## config.mk

```make
export PLATFORM = sky130hd
export DESIGN_NAME = vmem_access
export DESIGN_NICKNAME = d
export VERILOG_FILES = /design/src/rtl/vmem_access.sv
export SDC_FILE = /design/constraint.sdc
export NUM_CORES = 1
export LEC_CHECK = 0
export BUFFER_PORTS_ARGS = -buffer_cell sky130_fd_sc_hd__buf_2
export CAP_MARGIN = 10
export CORE_AREA = 2 2 246 248
export CTS_CLUSTER_DIAMETER = 50
export DETAILED_ROUTE_END_ITERATION = 10
export DIE_AREA = 0 0 248 250
export GPL_TIMING_DRIVEN = 0
export RECOVER_POWER = 50
export SYNTH_ARGS = -nofsm -noshare
export SYNTH_HDL_FRONTEND = slang
export SYNTH_SLANG_ARGS = --single-unit
```

## constraint.sdc

```tcl
create_clock -name clk -period 3.5 [get_ports clk]
set_input_delay 0.175 -clock clk [delete_from_list [all_inputs] [get_ports clk]]
set_output_delay 0.175 -clock clk [all_outputs]
set_load 0.02 [all_outputs]
```

## src/rtl/vmem_access.sv

```systemverilog
// Vector memory-stage access unit: serialises V-bit loads/stores into V/N word beats on an N-bit bus.
// Optional macro VMEM_TIMEOUT_EN adds a per-beat ack timeout that sets the sticky err_o flag.
module vmem_access #(
  parameter int V   = 128,
  parameter int N   = 32,
  parameter int M   = 4,
  parameter int A   = 32,
  parameter int TMO = 16
) (
  input  logic         clk,
  input  logic         rst,
  input  logic         stall_W,
  input  logic         memread_M,
  input  logic         memwrite_M,
  input  logic         regw_M,
  input  logic         regmem_M,
  input  logic [M-1:0] regScr_M,
  input  logic [V-1:0] ALUrslt_M,
  input  logic [V-1:0] wdata_M,
  output logic         regw_W_in,
  output logic         regmem_W_in,
  output logic [M-1:0] regScr_W_in,
  output logic [V-1:0] ALUrslt_W_in,
  output logic [V-1:0] readdata_W_in,
  output logic         stall_M,
  output logic         mem_req,
  output logic         mem_we,
  output logic [A-1:0] mem_addr,
  output logic [N-1:0] mem_wdata,
  input  logic [N-1:0] mem_rdata,
  input  logic         mem_ack,
  output logic         err_o
);

  localparam int B  = V / N;
  localparam int KW = (B > 1) ? $clog2(B) : 1;
  localparam logic [A-1:0] STEP = A'(N / 8);

  if ((V % N) != 0 || B < 1 || TMO < 1) begin : g_bad_cfg
    $error("vmem_access: V must be a positive multiple of N and TMO must be at least 1");
  end

  typedef enum logic [1:0] {IDLE, BUSY, DONE} state_t;

  state_t        state, state_nxt;
  logic [KW-1:0] k;
  logic [A-1:0]  base;
  logic [V-1:0]  rbuf;
  logic          start, beat_done, last_beat, tmo_hit;

  assign start     = (state == IDLE) && (memread_M || memwrite_M) && !stall_W;
  assign last_beat = (k == KW'(B - 1));
  assign beat_done = (state == BUSY) && (mem_ack || tmo_hit);

`ifdef VMEM_TIMEOUT_EN
  localparam int CW = $clog2(TMO + 1);
  logic [CW-1:0] wait_cnt;
  logic          err_q;

  // A beat is abandoned on its TMO-th consecutive cycle without ack.
  assign tmo_hit = (state == BUSY) && !mem_ack && (wait_cnt == CW'(TMO - 1));

  always_ff @(posedge clk or negedge rst) begin
    if (!rst) begin
      wait_cnt <= '0;
      err_q    <= 1'b0;
    end else begin
      if (state != BUSY || mem_ack || tmo_hit) wait_cnt <= '0;
      else                                     wait_cnt <= wait_cnt + 1'b1;
      if (tmo_hit) err_q <= 1'b1;
    end
  end

  assign err_o = err_q;
`else
  assign tmo_hit = 1'b0;
  assign err_o   = 1'b0;
`endif

  // NOTE: sequential state uses non-blocking assignments, and the load buffer is
  // explicitly reset because readdata_W_in must read 0 after reset.
  always_ff @(posedge clk or negedge rst) begin
    if (!rst) begin
      state <= IDLE;
      k     <= '0;
      base  <= '0;
      rbuf  <= '0;
    end else begin
      state <= state_nxt;
      if (start) begin
        base <= ALUrslt_M[A-1:0];
        k    <= '0;
      end else if (beat_done) begin
        if (memread_M) rbuf[N*int'(k) +: N] <= tmo_hit ? '0 : mem_rdata;
        if (!last_beat) k <= k + 1'b1;
      end
    end
  end

  always_comb begin
    state_nxt = state;
    unique case (state)
      IDLE:    if (start)                  state_nxt = BUSY;
      BUSY:    if (beat_done && last_beat) state_nxt = DONE;
      DONE:    if (!stall_W)               state_nxt = IDLE;
      default:                             state_nxt = IDLE;
    endcase
  end

  // NOTE: every output gets a default first so no path through the case infers a latch.
  always_comb begin
    stall_M   = stall_W;
    regw_W_in = regw_M;
    mem_req   = 1'b0;
    mem_we    = 1'b0;
    mem_addr  = '0;
    mem_wdata = '0;
    unique case (state)
      IDLE: begin
        if (start) begin
          stall_M   = 1'b1;
          regw_W_in = 1'b0;
        end
      end
      BUSY: begin
        mem_req   = 1'b1;
        mem_we    = memwrite_M;
        mem_addr  = base + STEP * A'(k);
        mem_wdata = wdata_M[N*int'(k) +: N];
        stall_M   = 1'b1;
        regw_W_in = 1'b0;
      end
      default: ;
    endcase
  end

  assign regmem_W_in   = regmem_M;
  assign regScr_W_in   = regScr_M;
  assign ALUrslt_W_in  = ALUrslt_M;
  assign readdata_W_in = rbuf;

endmodule
```

After elaboration in Yosys (flattened, before gate mapping)
Index checks and enable logic that the tools add are counted.
{"block": "word_totals", "output_inout_bits": 330, "input_bits": 300, "regBits": 164}
{"block": "classes", "shifts": 3, "n_addsub": 3, "n_reduce_logical": 11, "eq_ne": 7, "n_bitwise": 1, "muxes": 16}
{"cell": "bitwise mux 128 bit", "count": 1}
{"cell": "variable shift 32 x 33 -> 128 bit, first input constant", "count": 1}
{"cell": "variable part select 128 x 8 -> 32 bit", "count": 1}
{"cell": "variable part select 32 x 33 -> 128 bit", "count": 1}
{"cell": "2-to-1 mux 32 bit", "count": 2}
{"cell": "negator 7 -> 33 bit", "count": 1}
{"cell": "adder 32 x 4 -> 32 bit", "count": 1}
{"cell": "2-to-1 mux 2 bit", "count": 6}
{"cell": "inequality test 2 bit, second input constant", "count": 3}
{"cell": "one-hot mux 2 bit (3 select lines)", "count": 1}
{"cell": "AND reduction 3 bit", "count": 2}
{"cell": "== test 2 bit, second input constant", "count": 2}
{"cell": "logical AND 1 bit", "count": 4}
{"cell": "2-to-1 mux 1 bit", "count": 4}
{"cell": "one-hot mux 1 bit (2 select lines)", "count": 2}
{"cell": "adder 2 x 1 -> 2 bit, second input constant", "count": 1}
{"cell": "== test 2 x 1 -> 1 bit, second input constant", "count": 1}
{"cell": "zero test 2 bit", "count": 1}
{"cell": "inequality test 2 x 1 -> 1 bit, second input constant", "count": 1}
{"cell": "AND reduction 2 bit", "count": 1}
{"cell": "nonzero test 2 bit", "count": 1}
{"cell": "zero test 1 bit", "count": 1}
{"cell": "logical OR 1 bit", "count": 1}
{"cell": "inverter 1 bit", "count": 1}

Depth between registers and ports, before layout
Gate-level depths: netlist (run 1).
{"block": "logic_depth", "word_depth": 5, "mapped_depth": 8, "ltp_nobuf": 6}

Least setup slack after synthesis (run 1)
No wires, ideal clock.
{"block": "synth_path", "kind": "reg2out", "startpoint": "reg k[0]", "endpoint": "out mem_addr[28]", "path_stages_with_launch": 8, "path_buffers": 1, "t_required_ns": 3.325, "setup_slack_ns": 1.012, "arrival_time_ns": 2.313, "cell_sequence": "dfrtp_1 -> ha_1 -> fa_1 -> nand4_2 -> or3_4 -> buf_6 -> or4_1 -> a21oi_1"}
{"block": "synth_via", "elab_chain_cells": 2}
{"element": "start: declaration", "line": "46", "rtl": "logic [KW-1:0] k;"}
{"element": "start signal: assignment", "line": "95", "rtl": "if (!last_beat) k <= k + 1'b1;"}
{"element": "adder 32 x 4 -> 32 bit", "line": "128", "rtl": "mem_addr = base + STEP * A'(k);"}
{"element": "2-to-1 mux 32 bit", "line": "118", "rtl": "unique case (state)"}
{"element": "end: declaration", "line": "28", "rtl": "output logic [A-1:0] mem_addr,"}
Every way passes these cells.

Worst setup path after layout (run 1)
Same ends and word-level chain as after synthesis.

==> results of run 1 <==
## power groups by stage
stage / logic [mW] / registers, mW / clock network [mW]
floorplan: 2.84 / 3.99 / 0
global placement: 5.82 / 3.32 / 0
detailed placement: 5.89 / 3.33 / 0
CTS: 5.99 / 3.31 / 2.05
global route: 6.29 / 3.45 / 2.10
finish: 5.72 / 3.34 / 1.97
## sequential cells by signal, summed over array words and instances (netlist names)
name	cells
base	32
k	2
readdata_W_in	128
state	2
## worst min path at each step
stage | to | startpoint | slack, ns | cells past startpoint
detailed placement | base[7] | rst | 0.16 | 1
floorplan | base[0] | rst | -0.12 | 0
CTS | state[0] | mem_ack | 0.03 | 3
global placement | base[29] | ALUrslt_M[29] | 0.39 | 3
finish | state[0] | mem_ack | 0.09 | 3
global route | state[0] | mem_ack | 0.09 | 3
## timing repair
item                       4_1_cts  5_1_grt
setup endpoints to repair      126       50
gates resized for setup          7       10
hold endpoints to repair       213        0
hold buffers                    65        0
## worst max-delay path, stage by stage, from the launching register on
cell                      delay (ns)
sky130_fd_sc_hd__dfrtp_2        0.47
sky130_fd_sc_hd__ha_1           0.30
sky130_fd_sc_hd__fa_2           0.31
sky130_fd_sc_hd__nand4_2        0.16
sky130_fd_sc_hd__or3_4          0.46
sky130_fd_sc_hd__buf_6          0.16
sky130_fd_sc_hd__or4_1          0.46
sky130_fd_sc_hd__a21oi_1        0.19
sky130_fd_sc_hd__buf_2          0.20
## layout make-up
type / instances / area [um^2]
plain buffers: 198 / 1270
inverters: 8 / 30.0
flip-flops and latches: 164 / 4110
diodes: 5 / 12.5
clock inverters: 15 / 168
clock buffers: 17 / 425
well taps: 782 / 978
repair buffers: 595 / 3040
multi-input cells: 693 / 3930
fillers: 6636 / 45600
## cell usage in the layout, fill, tap and decap left out, types with 6 or more instances in the layout
cell type and count:
sky130_fd_sc_hd__o31ai_1 9, sky130_fd_sc_hd__ha_1 7, sky130_fd_sc_hd__mux4_2 32, sky130_fd_sc_hd__clkbuf_16 17, sky130_fd_sc_hd__buf_2 300, sky130_fd_sc_hd__and2_1 38, sky130_fd_sc_hd__a21oi_1 15, sky130_fd_sc_hd__xnor2_1 9
sky130_fd_sc_hd__o21ai_0 140, sky130_fd_sc_hd__or4_1 10, sky130_fd_sc_hd__nand2_1 357, sky130_fd_sc_hd__clkbuf_1 284, sky130_fd_sc_hd__nand3_1 8, sky130_fd_sc_hd__dfrtp_1 162, sky130_fd_sc_hd__inv_1 8, sky130_fd_sc_hd__nand4_1 6
sky130_fd_sc_hd__buf_4 136, sky130_fd_sc_hd__nor2_1 16, sky130_fd_sc_hd__dlygate4sd3_1 65
## layer usage
layer	GRT usage [%]	share of wire [%]	vias up	wire length [um]
li1	-	-	4629	-
met1	15.8	41	4621	17100
met2	21.9	49	450	20500
met3	4.01	8.3	53	3460
met4	4.76	2.3	4	950
met5	0	0.057	-	24
## kinds of logic (layout without fill, tap and decap cells)
| kind of cell | after synthesis | in the layout | synth area share (%) |
|---|---|---|---|
| XOR/XNOR | 12 | 12 | 1.13 |
| AND/OR/NAND/NOR | 470 | 470 | 22.2 |
| flip-flops | 164 | 164 | 44.2 |
| multiplexers | 34 | 34 | 7.98 |
| adder cells (fa/ha/maj) | 8 | 8 | 1.16 |
| AO/OA/AOI/OAI | 168 | 168 | 9.41 |
| buffers and inverters | 206 | 833 | 13.9 |
| other | 1 | 6 | 0.0404 |
==> impl_metrics.sql, run 1 <==
INSERT INTO impl_metrics (metric_group, metric, value, unit) VALUES
('run_status', 'run_status', 'finished, violations left', ''),
('run_status', 'failed_checks', 'max-capacitance violations, max-slew violations', ''),
('worst_setup_path', 'worst_r2r_startpoint', 'k[1]', ''),
('logic_synthesis', 'edff_count_synth', '0', ''),
('logic_synthesis', 'mappedNetlistArea', '9280', 'um^2'),
('worst_setup_path', 'timing.setup.critical_path_class', 'reg -> out', ''),
('drt', 'detailedRoute.firstPassIterationCount', '5', ''),
('logic_synthesis', 'synthCells', '1063', ''),
('power', 'power.density_cell_area', '791', 'nW/um^2'),
('run', 'max_cap_violations', '1', ''),
('place', 'port_buffers', '527', ''),
('worst_setup_path', 'timing.rr.end', 'readdata_W_in[95]', ''),
('power', 'switching_share_of_power', '49.2', '%'),
('clock_tree', 'cts_max_level', '4', ''),
('floorplan', 'io-pin-count', '630', ''),
('logic_synthesis', 'syn_nets', '1371', ''),
('place', 'post_place_cell_area', '13000', 'um^2'),
('timing', 'worst_slew_margin_rel', '-8.81', '%'),
('worst_setup_path', 'rrSetupSlack', '0.33', 'ns'),
('place', 'finalWeightedCongestion', '0.884', ''),
('worst_setup_path', 'critPathMaxFanout', '10', ''),
('drt', 'post_route_drc_violation_count', '0', ''),
('finish', 'finalNetCount', '1985', ''),
('drt', 'wirelength', '42000', 'um'),
('logic_synthesis', 'synth_ff_type', 'sky130_fd_sc_hd__dfrtp_1', ''),
('clock_tree', 'cts_inserted_buffers', '17', ''),
('logic_synthesis', 'area_share_of_the_leading_cell_type_in_the_synthesized_netlist', '44.2', '%'),
('clock_tree', 'tritoncts', 'built', ''),
('finish', 'syn_to_final_growth', '50.3', '%'),
('floorplan', 'design.die.area', '62000', 'um^2'),
('finish', 'layoutNonFillerInstCount', '2477', ''),
('logic_synthesis', 'synth_area_leaders', 'sky130_fd_sc_hd__dfrtp_1 44%, sky130_fd_sc_hd__nand2_1 14%, sky130_fd_sc_hd__buf_4 11%', ''),
('clock_tree', 'cts.reportedPaths.clkPinSlew', '0.07', 'ns'),
('global_route', 'grt_overflow_total', '0', ''),
('timing', 'setup-violations-final', '0', ''),
('clock_tree', 'cts.sink_count', '164', ''),
('finish', 'layout.cell_area.non_filler', '14000', 'um^2'),
('logic_synthesis', 'yosys.cell_count.top_type', 'sky130_fd_sc_hd__nand2_1', ''),
('worst_setup_path', 'timing.critical_path.to', 'mem_addr[28]', ''),
('logic_synthesis', 'synthTopCellsByCount', '357 x sky130_fd_sc_hd__nand2_1, 164 x sky130_fd_sc_hd__dfrtp_1, 140 x sky130_fd_sc_hd__o21ai_0, 134 x sky130_fd_sc_hd__buf_4, 56 x sky130_fd_sc_hd__clkbuf_1', ''),
('timing', 'setup-tns-final', '0', 'ns'),
('drt', 'wl_per_cell', '16.9', 'um'),
('timing', 'rsz0062_at_grt', 'false', ''),
('logic_synthesis', 'synth.yosys.seq_area_share', '44.2', '%'),
('drt', 'vias_per_cell', '3.94', ''),
('timing', 'holdWs', '0.0860', 'ns'),
('logic_synthesis', 'synth_top_area_cell', 'sky130_fd_sc_hd__dfrtp_1', ''),
('worst_setup_path', 'r2r_cells', '8', ''),
('worst_setup_path', 'arrival', '3.19', 'ns'),
('timing', 'hold_violations', '0', ''),
('clock_tree', 'clk_root_buffer_cell', 'sky130_fd_sc_hd__clkbuf_16', ''),
('floorplan', 'placement_rows', '90', ''),
('clock_tree', 'clock_insertion_delay_worst_skew', '0.48', 'ns'),
('power', 'cellInternalPower', '5.60', 'mW'),
('drt', 'antenna_violating_nets_left', '0', ''),
('place', 'post-place-ws', '-0.684', 'ns'),
('drt', 'drt_first_iter_violations', '498', ''),
('power', 'power.combinational.fraction', '51.8', '%'),
('place', 'placed_cells_incl_taps', '2375', ''),
('floorplan', 'floorplan.core_area', '59600', 'um^2'),
('global_route', 'number_of_antenna_violations_at_the_first_check_in_global_routing', '9', ''),
('power', 'cellLeakagePower', '6.25', 'nW'),
('power', 'power.ir.vdd_worst', '0.398', 'mV'),
('worst_setup_path', 'worstPathRequired', '3.32', 'ns'),
('finish', 'utilization', '23.4', '%'),
('timing', 'final-max-slew-violation-count', '57', ''),
('power', 'clockPowerShare', '17.9', '%'),
('power', 'total_power', '11.0', 'mW'),
('logic_synthesis', 'synth.avg_cell_area', '8.73', 'um^2'),
('worst_setup_path', 'crit_path_end_kind', 'output pin', ''),
('timing', 'slew_at_the_pin_closest_to_its_max_slew_limit', '1.63', 'ns');
Note: power is estimated with default switching activity, not from simulation.
==> run 2: changes to the inputs <==
==> constraint.sdc (replaced) <==
create_clock -name clk -period 3.5 [get_ports clk]
set_input_delay 0.175 -clock clk [delete_from_list [all_inputs] [get_ports clk]]
set_output_delay 0.175 -clock clk [all_outputs]
set_load 0.05 [all_outputs]
==> run 2 against run 1 <==
The flow still finishes with violations (max-capacitance violations, max-slew violations). Combinational power rose by 47%. Total power rose by 24%. Global-route usage barely moved. Setup slack got worse by 0.016 ns. Routed wire length rose by 0.13%. First-iteration DRC count fell by 16%. Largest power group unchanged. Highest routed layer unchanged.
==> impl_metrics.sql, run 2 (synthesis results as in run 1) <==
INSERT INTO impl_metrics (metric_group, metric, value, unit) VALUES
('worst_setup_path', 'crit_path_end_kind', 'output pin', ''),
('timing', 'slew_at_the_pin_closest_to_its_max_slew_limit', '1.64', 'ns'),
('floorplan', 'design.die.area', '62000', 'um^2'),
('clock_tree', 'clock_insertion_delay_worst_skew', '0.48', 'ns'),
('timing', 'worst_slew_margin_rel', '-9.52', '%'),
('worst_setup_path', 'critPathMaxFanout', '10', ''),
('worst_setup_path', 'worst_r2r_startpoint', 'k[1]', ''),
('clock_tree', 'cts.sink_count', '164', ''),
('power', 'cellInternalPower', '5.68', 'mW'),
('finish', 'utilization', '23.6', '%'),
('power', 'cellLeakagePower', '6.47', 'nW'),
('timing', 'timing.clock.skew', '0.0122', 'ns'),
('finish', 'layoutNonFillerInstCount', '2478', ''),
('timing', 'setup-violations-final', '0', ''),
('timing', 'final-max-slew-violation-count', '57', ''),
('place', 'post-place-ws', '-0.684', 'ns'),
('finish', 'share_of_layout_cells_above_drive_strength_1', '34.0', '%'),
('drt', 'routed.top_layer', 'met5', ''),
('drt', 'routed-wl-met2', '20400', 'um'),
('clock_tree', 'tritoncts', 'built', ''),
('global_route', 'grt_start_max_net_pins', '109', ''),
('clock_tree', 'cts_max_level', '4', ''),
('power', 'power.ir.vdd_worst', '0.587', 'mV'),
('power', 'clockPowerShare', '14.4', '%'),
('worst_setup_path', 'critical_path.startpoint', 'k[0]', ''),
('worst_setup_path', 'timing.critical_path.depth', '8', ''),
('worst_setup_path', 'timing.critical_path.slowest_stage_cell', 'sky130_fd_sc_hd__dfrtp_2', ''),
('worst_setup_path', 'setup.worst_path.start_class', 'flip-flop', ''),
('power', 'seq_power_share', '24.3', '%'),
('global_route', 'number_of_antenna_violations_at_the_first_check_in_global_routing', '9', ''),
('drt', 'detailroute.wirelength.met3', '3530', 'um'),
('worst_setup_path', 'timing.setup.critical_path_class', 'reg -> out', ''),
('global_route', 'grt_overflow_total', '0', ''),
('clock_tree', 'cts.reportedPaths.clkPinSlew', '0.07', 'ns'),
('worst_setup_path', 'critical_path_buf_inv_count', '2', ''),
('finish', 'largest_register_ffs', '128', ''),
('global_route', 'gr-usage-all-layers', '13.1', '%'),
('run_status', 'failed_checks', 'max-capacitance violations, max-slew violations', ''),
('drt', 'detailedRoute.firstPassIterationCount', '4', ''),
('power', 'power.combinational.fraction', '61.3', '%'),
('place', 'port_buffers', '527', ''),
('run', 'max_cap_violations', '1', ''),
('drt', 'wl_per_cell', '17.0', 'um'),
('place', 'place.detailed.hpwl', '33200', 'um'),
('timing', 'max_clock_freq', '0.296', 'GHz'),
('timing', 'period_needed', '3.38', 'ns'),
('run_status', 'run_status', 'finished, violations left', ''),
('clock_tree', 'clk_path_buf_depth', '2', ''),
('drt', 'antenna_violating_nets_left', '0', ''),
('finish', 'most_frequent_standard_cell_in_the_layout_excluding_fill_and_tap_cells', 'sky130_fd_sc_hd__nand2_1', ''),
('worst_setup_path', 'timing.rr.end', 'readdata_W_in[83]', ''),
('power', 'switching_share_of_power', '58.6', '%'),
('place', 'finalWeightedCongestion', '0.884', ''),
('floorplan', 'floorplan.core_area', '59600', 'um^2'),
('timing', 'setup_slack', '0.119', 'ns'),
('drt', 'post_route_drc_violation_count', '0', ''),
('global_route', 'wire_length_of_the_first_global_routing_pass', '59600', 'um'),
('clock_tree', 'clk_root_buffer_cell', 'sky130_fd_sc_hd__clkbuf_16', ''),
('drt', 'routed-via-count', '9680', ''),
('global_route', 'via_count_of_the_first_global_routing_pass', '9429', ''),
('timing', 'timing.final.crit_share', '96.6', '%'),
('drt', 'wirelength', '42000', 'um'),
('drt', 'drt_first_iter_violations', '416', ''),
('timing', 'hold_violations', '0', ''),
('timing', 'holdWs', '0.105', 'ns'),
('floorplan', 'placement_rows', '90', ''),
('power', 'p_sw', '8.03', 'mW'),
('worst_setup_path', 'r2r_cells', '8', ''),
('drt', 'm1WireLength', '17000', 'um'),
('floorplan', 'initial_utilization', '15.6', '%'),
('finish', 'syn_to_final_growth', '51.2', '%'),
('finish', 'finalNetCount', '1985', ''),
('clock_tree', 'cts_inserted_buffers', '17', ''),
('worst_setup_path', 'timing.critical_path.cells', 'ha_2 > fa_2 > nand4_2 > or3_4 > buf_6 > or4_1 > a21oi_1 > buf_4', ''),
('floorplan', 'floorplan.die.height', '250', 'um'),
('worst_setup_path', 'arrival', '3.21', 'ns'),
('worst_setup_path', 'critPathMaxStageDelay', '0.47', 'ns'),
('timing', 'rsz0062_at_grt', 'false', ''),
('clock_tree', 'cts.repair_timing.setup_buffer_count', '0', ''),
('worst_hold_path', 'worst_hold_path_type', 'in -> reg', ''),
('finish', 'leading_cell_types_in_the_layout_fill_and_taps_excluded', '357 x sky130_fd_sc_hd__nand2_1, 350 x sky130_fd_sc_hd__buf_2, 231 x sky130_fd_sc_hd__clkbuf_1', ''),
('worst_setup_path', 'timing.critical_path.to', 'mem_addr[28]', ''),
('worst_setup_path', 'worstPathRequired', '3.32', 'ns'),
('drt', 'vias_per_cell', '3.91', ''),
('place', 'placed_cells_incl_taps', '2375', ''),
('worst_hold_path', 'min_from', 'stall_W', ''),
('floorplan', 'io-pin-count', '630', ''),
('worst_setup_path', 'crit_family', 'simple AND/OR/NAND/NOR gates', ''),
('floorplan', 'floorplan.die.width', '248', 'um'),
('worst_setup_path', 'rrSetupSlack', '0.29', 'ns'),
('power', 'power.density_cell_area', '977', 'nW/um^2');
run 2: cell count changes in the layout (fill, tap and decap cells not counted):
cell | previous run | this run
sky130_fd_sc_hd__buf_2 | 300 | 350
sky130_fd_sc_hd__buf_4 | 136 | 139
sky130_fd_sc_hd__clkbuf_1 | 284 | 231
sky130_fd_sc_hd__ha_2 | 0 | 1
sky130_fd_sc_hd__diode_2 | 5 | 6
sky130_fd_sc_hd__ha_1 | 7 | 6
run 2: worst register-to-register path, stage by stage (launching register included):
cell and delay [ns]:
sky130_fd_sc_hd__dfrtp_2 0.55, sky130_fd_sc_hd__clkbuf_1 0.34, sky130_fd_sc_hd__buf_2 0.36, sky130_fd_sc_hd__inv_1 0.13, sky130_fd_sc_hd__ha_1 0.45, sky130_fd_sc_hd__nor3b_4 0.56
sky130_fd_sc_hd__clkbuf_1 0.46, sky130_fd_sc_hd__nand2_1 0.09, sky130_fd_sc_hd__o21ai_0 0.18
run 2: repair_timing:
action,4_1_cts,5_1_grt
setup endpoints to repair,129,48
endpoints found under the hold margin,213,0
resized for setup,12,8
hold buffers,65,0
run 2: layout make-up:
type / count / area (um^2)
fillers: 6616 / 45500
flip-flops and latches: 164 / 4110
multi-input cells: 693 / 3930
repair buffers: 595 / 3110
plain buffers: 198 / 1270
well taps: 782 / 978
clock buffers: 17 / 425
clock inverters: 15 / 168
inverters: 8 / 30.0
diodes: 6 / 15.0
run 2: how the worst min path moves through the flow:
stage                          end  slack (ns)  cells after the start
after floorplan            base[0]       -0.12                      0
after detailed placement   base[7]        0.16                      1
final                     state[1]        0.10                      3
after global routing      state[0]        0.09                      3
after global placement    base[29]        0.39                      3
after CTS                 state[0]        0.03                      3
run 2: routing by layer:
| metal | vias up | track usage (%) |
|---|---|---|
| met1 | 4580 | 15.8 |
| met3 | 56 | 4.01 |
| met5 | - | 0 |
| li1 | 4632 | - |
| met2 | 408 | 21.9 |
| met4 | 4 | 4.76 |
run 2: power groups by stage:
stage	clock network, mW	logic, mW	registers, mW
final	1.98	8.40	3.33
after global routing	2.10	8.97	3.45
after CTS	2.05	8.60	3.31
after detailed placement	0	8.49	3.33
after global placement	0	8.43	3.32
after floorplan	0	4.02	5.40
run 2: per-stage QoR:
step,area (um^2),power [mW],TNS [ns]
after floorplan,9280,9.42,0
after detailed placement,13000,11.8,-49.85
after global placement,12900,11.7,-208.89
final,14000,13.7,0
after CTS,14200,14.0,0
after global routing,14000,14.5,0
==> run 3: changes to the inputs <==
MAX_ROUTING_LAYER = met4   (was not set)
==> run 3 against run 2 <==
The flow still finishes with violations (max-capacitance violations, max-slew violations). Routed wire length about the same. Largest power group unchanged. Non-clock buffer count is the same. Highest routed layer is now met4. Maximum frequency increased by 1.1%. First-iteration DRC count up 6.5%. Worst hold slack lost 0.027 ns. Clock power is essentially flat. Setup slack improved by 0.035 ns. Die area did not move. Final area about the same. Sequential power hardly changed. Sequential share of layout area hardly changed. Combinational power about the same.
==> impl_metrics.sql, run 3 (synthesis results as in run 1) <==
INSERT INTO impl_metrics (metric_group, metric, value, unit) VALUES
('run_status', 'run_status', 'finished, violations left', ''),
('run_status', 'failed_checks', 'max-capacitance violations, max-slew violations', ''),
('worst_hold_path', 'min_from', 'mem_ack', ''),
('drt', 'drt_first_iter_violations', '443', ''),
('global_route', 'grt_overflow_total', '0', ''),
('timing', 'worst_slew_margin_rel', '-9.26', '%'),
('worst_setup_path', 'critical_path.startpoint', 'k[0]', ''),
('timing', 'period_needed', '3.35', 'ns'),
('floorplan', 'initial_utilization', '15.6', '%'),
('floorplan', 'io-pin-count', '630', ''),
('timing', 'final-max-slew-violation-count', '57', ''),
('timing', 'max_clock_freq', '0.299', 'GHz'),
('finish', 'finalNetCount', '1985', ''),
('worst_hold_path', 'worst_hold_path_type', 'in -> reg', ''),
('floorplan', 'floorplan.die.width', '248', 'um'),
('timing', 'slew_at_the_pin_closest_to_its_max_slew_limit', '1.64', 'ns'),
('finish', 'leading_cell_types_in_the_layout_fill_and_taps_excluded', '357 x sky130_fd_sc_hd__nand2_1, 351 x sky130_fd_sc_hd__buf_2, 230 x sky130_fd_sc_hd__clkbuf_1', ''),
('clock_tree', 'cts.reportedPaths.clkPinSlew', '0.07', 'ns'),
('worst_setup_path', 'critPathMaxFanout', '10', ''),
('place', 'placed_cells_incl_taps', '2375', ''),
('global_route', 'wire_length_of_the_first_global_routing_pass', '59500', 'um'),
('power', 'power.density_cell_area', '976', 'nW/um^2'),
('finish', 'syn_to_final_growth', '51.3', '%'),
('finish', 'largest_register_ffs', '128', ''),
('worst_setup_path', 'crit_path_end_kind', 'output pin', ''),
('clock_tree', 'cts_inserted_buffers', '17', ''),
('global_route', 'number_of_antenna_violations_at_the_first_check_in_global_routing', '9', ''),
('floorplan', 'floorplan.die.height', '250', 'um'),
('timing', 'timing.final.crit_share', '95.6', '%'),
('power', 'total_power', '13.7', 'mW'),
('finish', 'layout.cell_area.non_filler', '14000', 'um^2'),
('worst_setup_path', 'arrival', '3.17', 'ns'),
('worst_setup_path', 'worst_r2r_startpoint', 'k[1]', ''),
('place', 'port_buffers', '527', ''),
('clock_tree', 'clk_root_buffer_cell', 'sky130_fd_sc_hd__clkbuf_16', ''),
('timing', 'rsz0062_at_grt', 'false', ''),
('floorplan', 'placement_rows', '90', ''),
('place', 'finalWeightedCongestion', '0.899', ''),
('drt', 'vias_per_cell', '3.90', ''),
('worst_setup_path', 'setup.worst_path.start_class', 'flip-flop', ''),
('drt', 'wirelength', '42000', 'um'),
('global_route', 'grt_start_max_net_pins', '109', ''),
('drt', 'routed-via-count', '9681', ''),
('drt', 'antenna_violating_nets_left', '0', ''),
('finish', 'layoutNonFillerInstCount', '2480', ''),
('clock_tree', 'clk_path_buf_depth', '2', ''),
('drt', 'detailedRoute.firstPassIterationCount', '5', ''),
('clock_tree', 'cts.sink_count', '164', ''),
('drt', 'wl_per_cell', '16.9', 'um'),
('timing', 'setup-violations-final', '0', ''),
('floorplan', 'design.die.area', '62000', 'um^2'),
('global_route', 'gr-usage-all-layers', '13.5', '%'),
('power', 'power.ir.vdd_worst', '0.589', 'mV'),
('timing', 'setup-tns-final', '0', 'ns'),
('clock_tree', 'clock_insertion_delay_worst_skew', '0.47', 'ns'),
('finish', 'most_frequent_standard_cell_in_the_layout_excluding_fill_and_tap_cells', 'sky130_fd_sc_hd__nand2_1', ''),
('drt', 'post_route_drc_violation_count', '0', ''),
('worst_setup_path', 'worstPathRequired', '3.32', 'ns'),
('finish', 'n_fill_cell', '6612', ''),
('run', 'max_cap_violations', '1', ''),
('clock_tree', 'tritoncts', 'built', ''),
('global_route', 'via_count_of_the_first_global_routing_pass', '9447', ''),
('place', 'post_place_cell_area', '13000', 'um^2'),
('timing', 'timing.clock.skew', '0.00927', 'ns'),
('timing', 'hold_violations', '0', ''),
('finish', 'share_of_layout_cells_above_drive_strength_1', '34.0', '%'),
('floorplan', 'floorplan.core_area', '59600', 'um^2'),
('clock_tree', 'cts_max_level', '4', ''),
('power', 'cellLeakagePower', '6.47', 'nW'),
('worst_setup_path', 'timing.setup.critical_path_class', 'reg -> out', ''),
('place', 'place.detailed.hpwl', '33200', 'um');
run 3: final cells by class:
class | instances | area [um^2] | area share (%)
Antenna cell | 8 | 20.0 | 0.143
Buffer | 198 | 1270 | 9.02
Clock buffer | 17 | 425 | 3.03
Clock inverter | 15 | 168 | 1.19
Inverter | 8 | 30.0 | 0.214
Multi-Input combinational cell | 693 | 3930 | 28.0
Sequential cell | 164 | 4110 | 29.3
Tap cell | 782 | 978 | 6.97
Timing Repair Buffer | 595 | 3120 | 22.2
run 3: what timing repair did:
action / CTS / global route
cloned: 0 / 0
pin swaps: 0 / 0
setup buffers: 0 / 0
hold buffers: 65 / 0
gates resized for setup: 12 / 8
hold endpoints to repair: 213 / 0
setup endpoints to repair: 129 / 48
run 3: worst paths after layout:
check                      cells after the start                end  slack, ns
setup / recovery                               8       mem_addr[28]       0.15
hold / removal                                 3           state[0]       0.08
setup reg to reg                               8  readdata_W_in[83]       0.30
hold reg to reg                                2            base[1]       0.48
max in group asynchronous                      3  readdata_W_in[39]       1.51
min in group asynchronous                      2            base[7]       0.67
run 3: critical path, stage by stage, from the launching register on:
cell,delay (ns)
sky130_fd_sc_hd__dfrtp_2,0.47
sky130_fd_sc_hd__ha_2,0.27
sky130_fd_sc_hd__fa_2,0.28
sky130_fd_sc_hd__nand4_2,0.16
sky130_fd_sc_hd__or3_4,0.46
sky130_fd_sc_hd__buf_6,0.16
sky130_fd_sc_hd__or4_1,0.46
sky130_fd_sc_hd__a21oi_1,0.20
sky130_fd_sc_hd__buf_4,0.23
run 3: power by group:
part | total, mW | switching (mW) | internal, mW
Clock | 1.97 | 0.955 | 1.01
Sequential | 3.33 | 0.632 | 2.70
Combinational | 8.40 | 6.44 | 1.97
Total | 13.7 | 8.02 | 5.68
run 3: per-stage QoR:
| stage | utilization (%) | setup slack, ns | hold WS, ns |
|---|---|---|---|
| floorplan | - | 0.591 | -0.121 |
| global placement | 21.6 | -0.998 | 0.389 |
| detailed placement | 21.8 | -0.684 | 0.159 |
| CTS | 23.9 | 0.0251 | 0.0264 |
| global route | 23.6 | 0.00486 | 0.0786 |
| finish | 23.6 | 0.154 | 0.0774 |
run 3: metal layers:
metal	share of wire (%)	GRT usage, %	vias up	wire [um]
li1	-	-	4639	-
met1	41	15.9	4576	17400
met2	49	21.9	416	20500
met3	7.4	3.79	50	3110
met4	2.3	5.01	0	965
met5	0	-	-	0
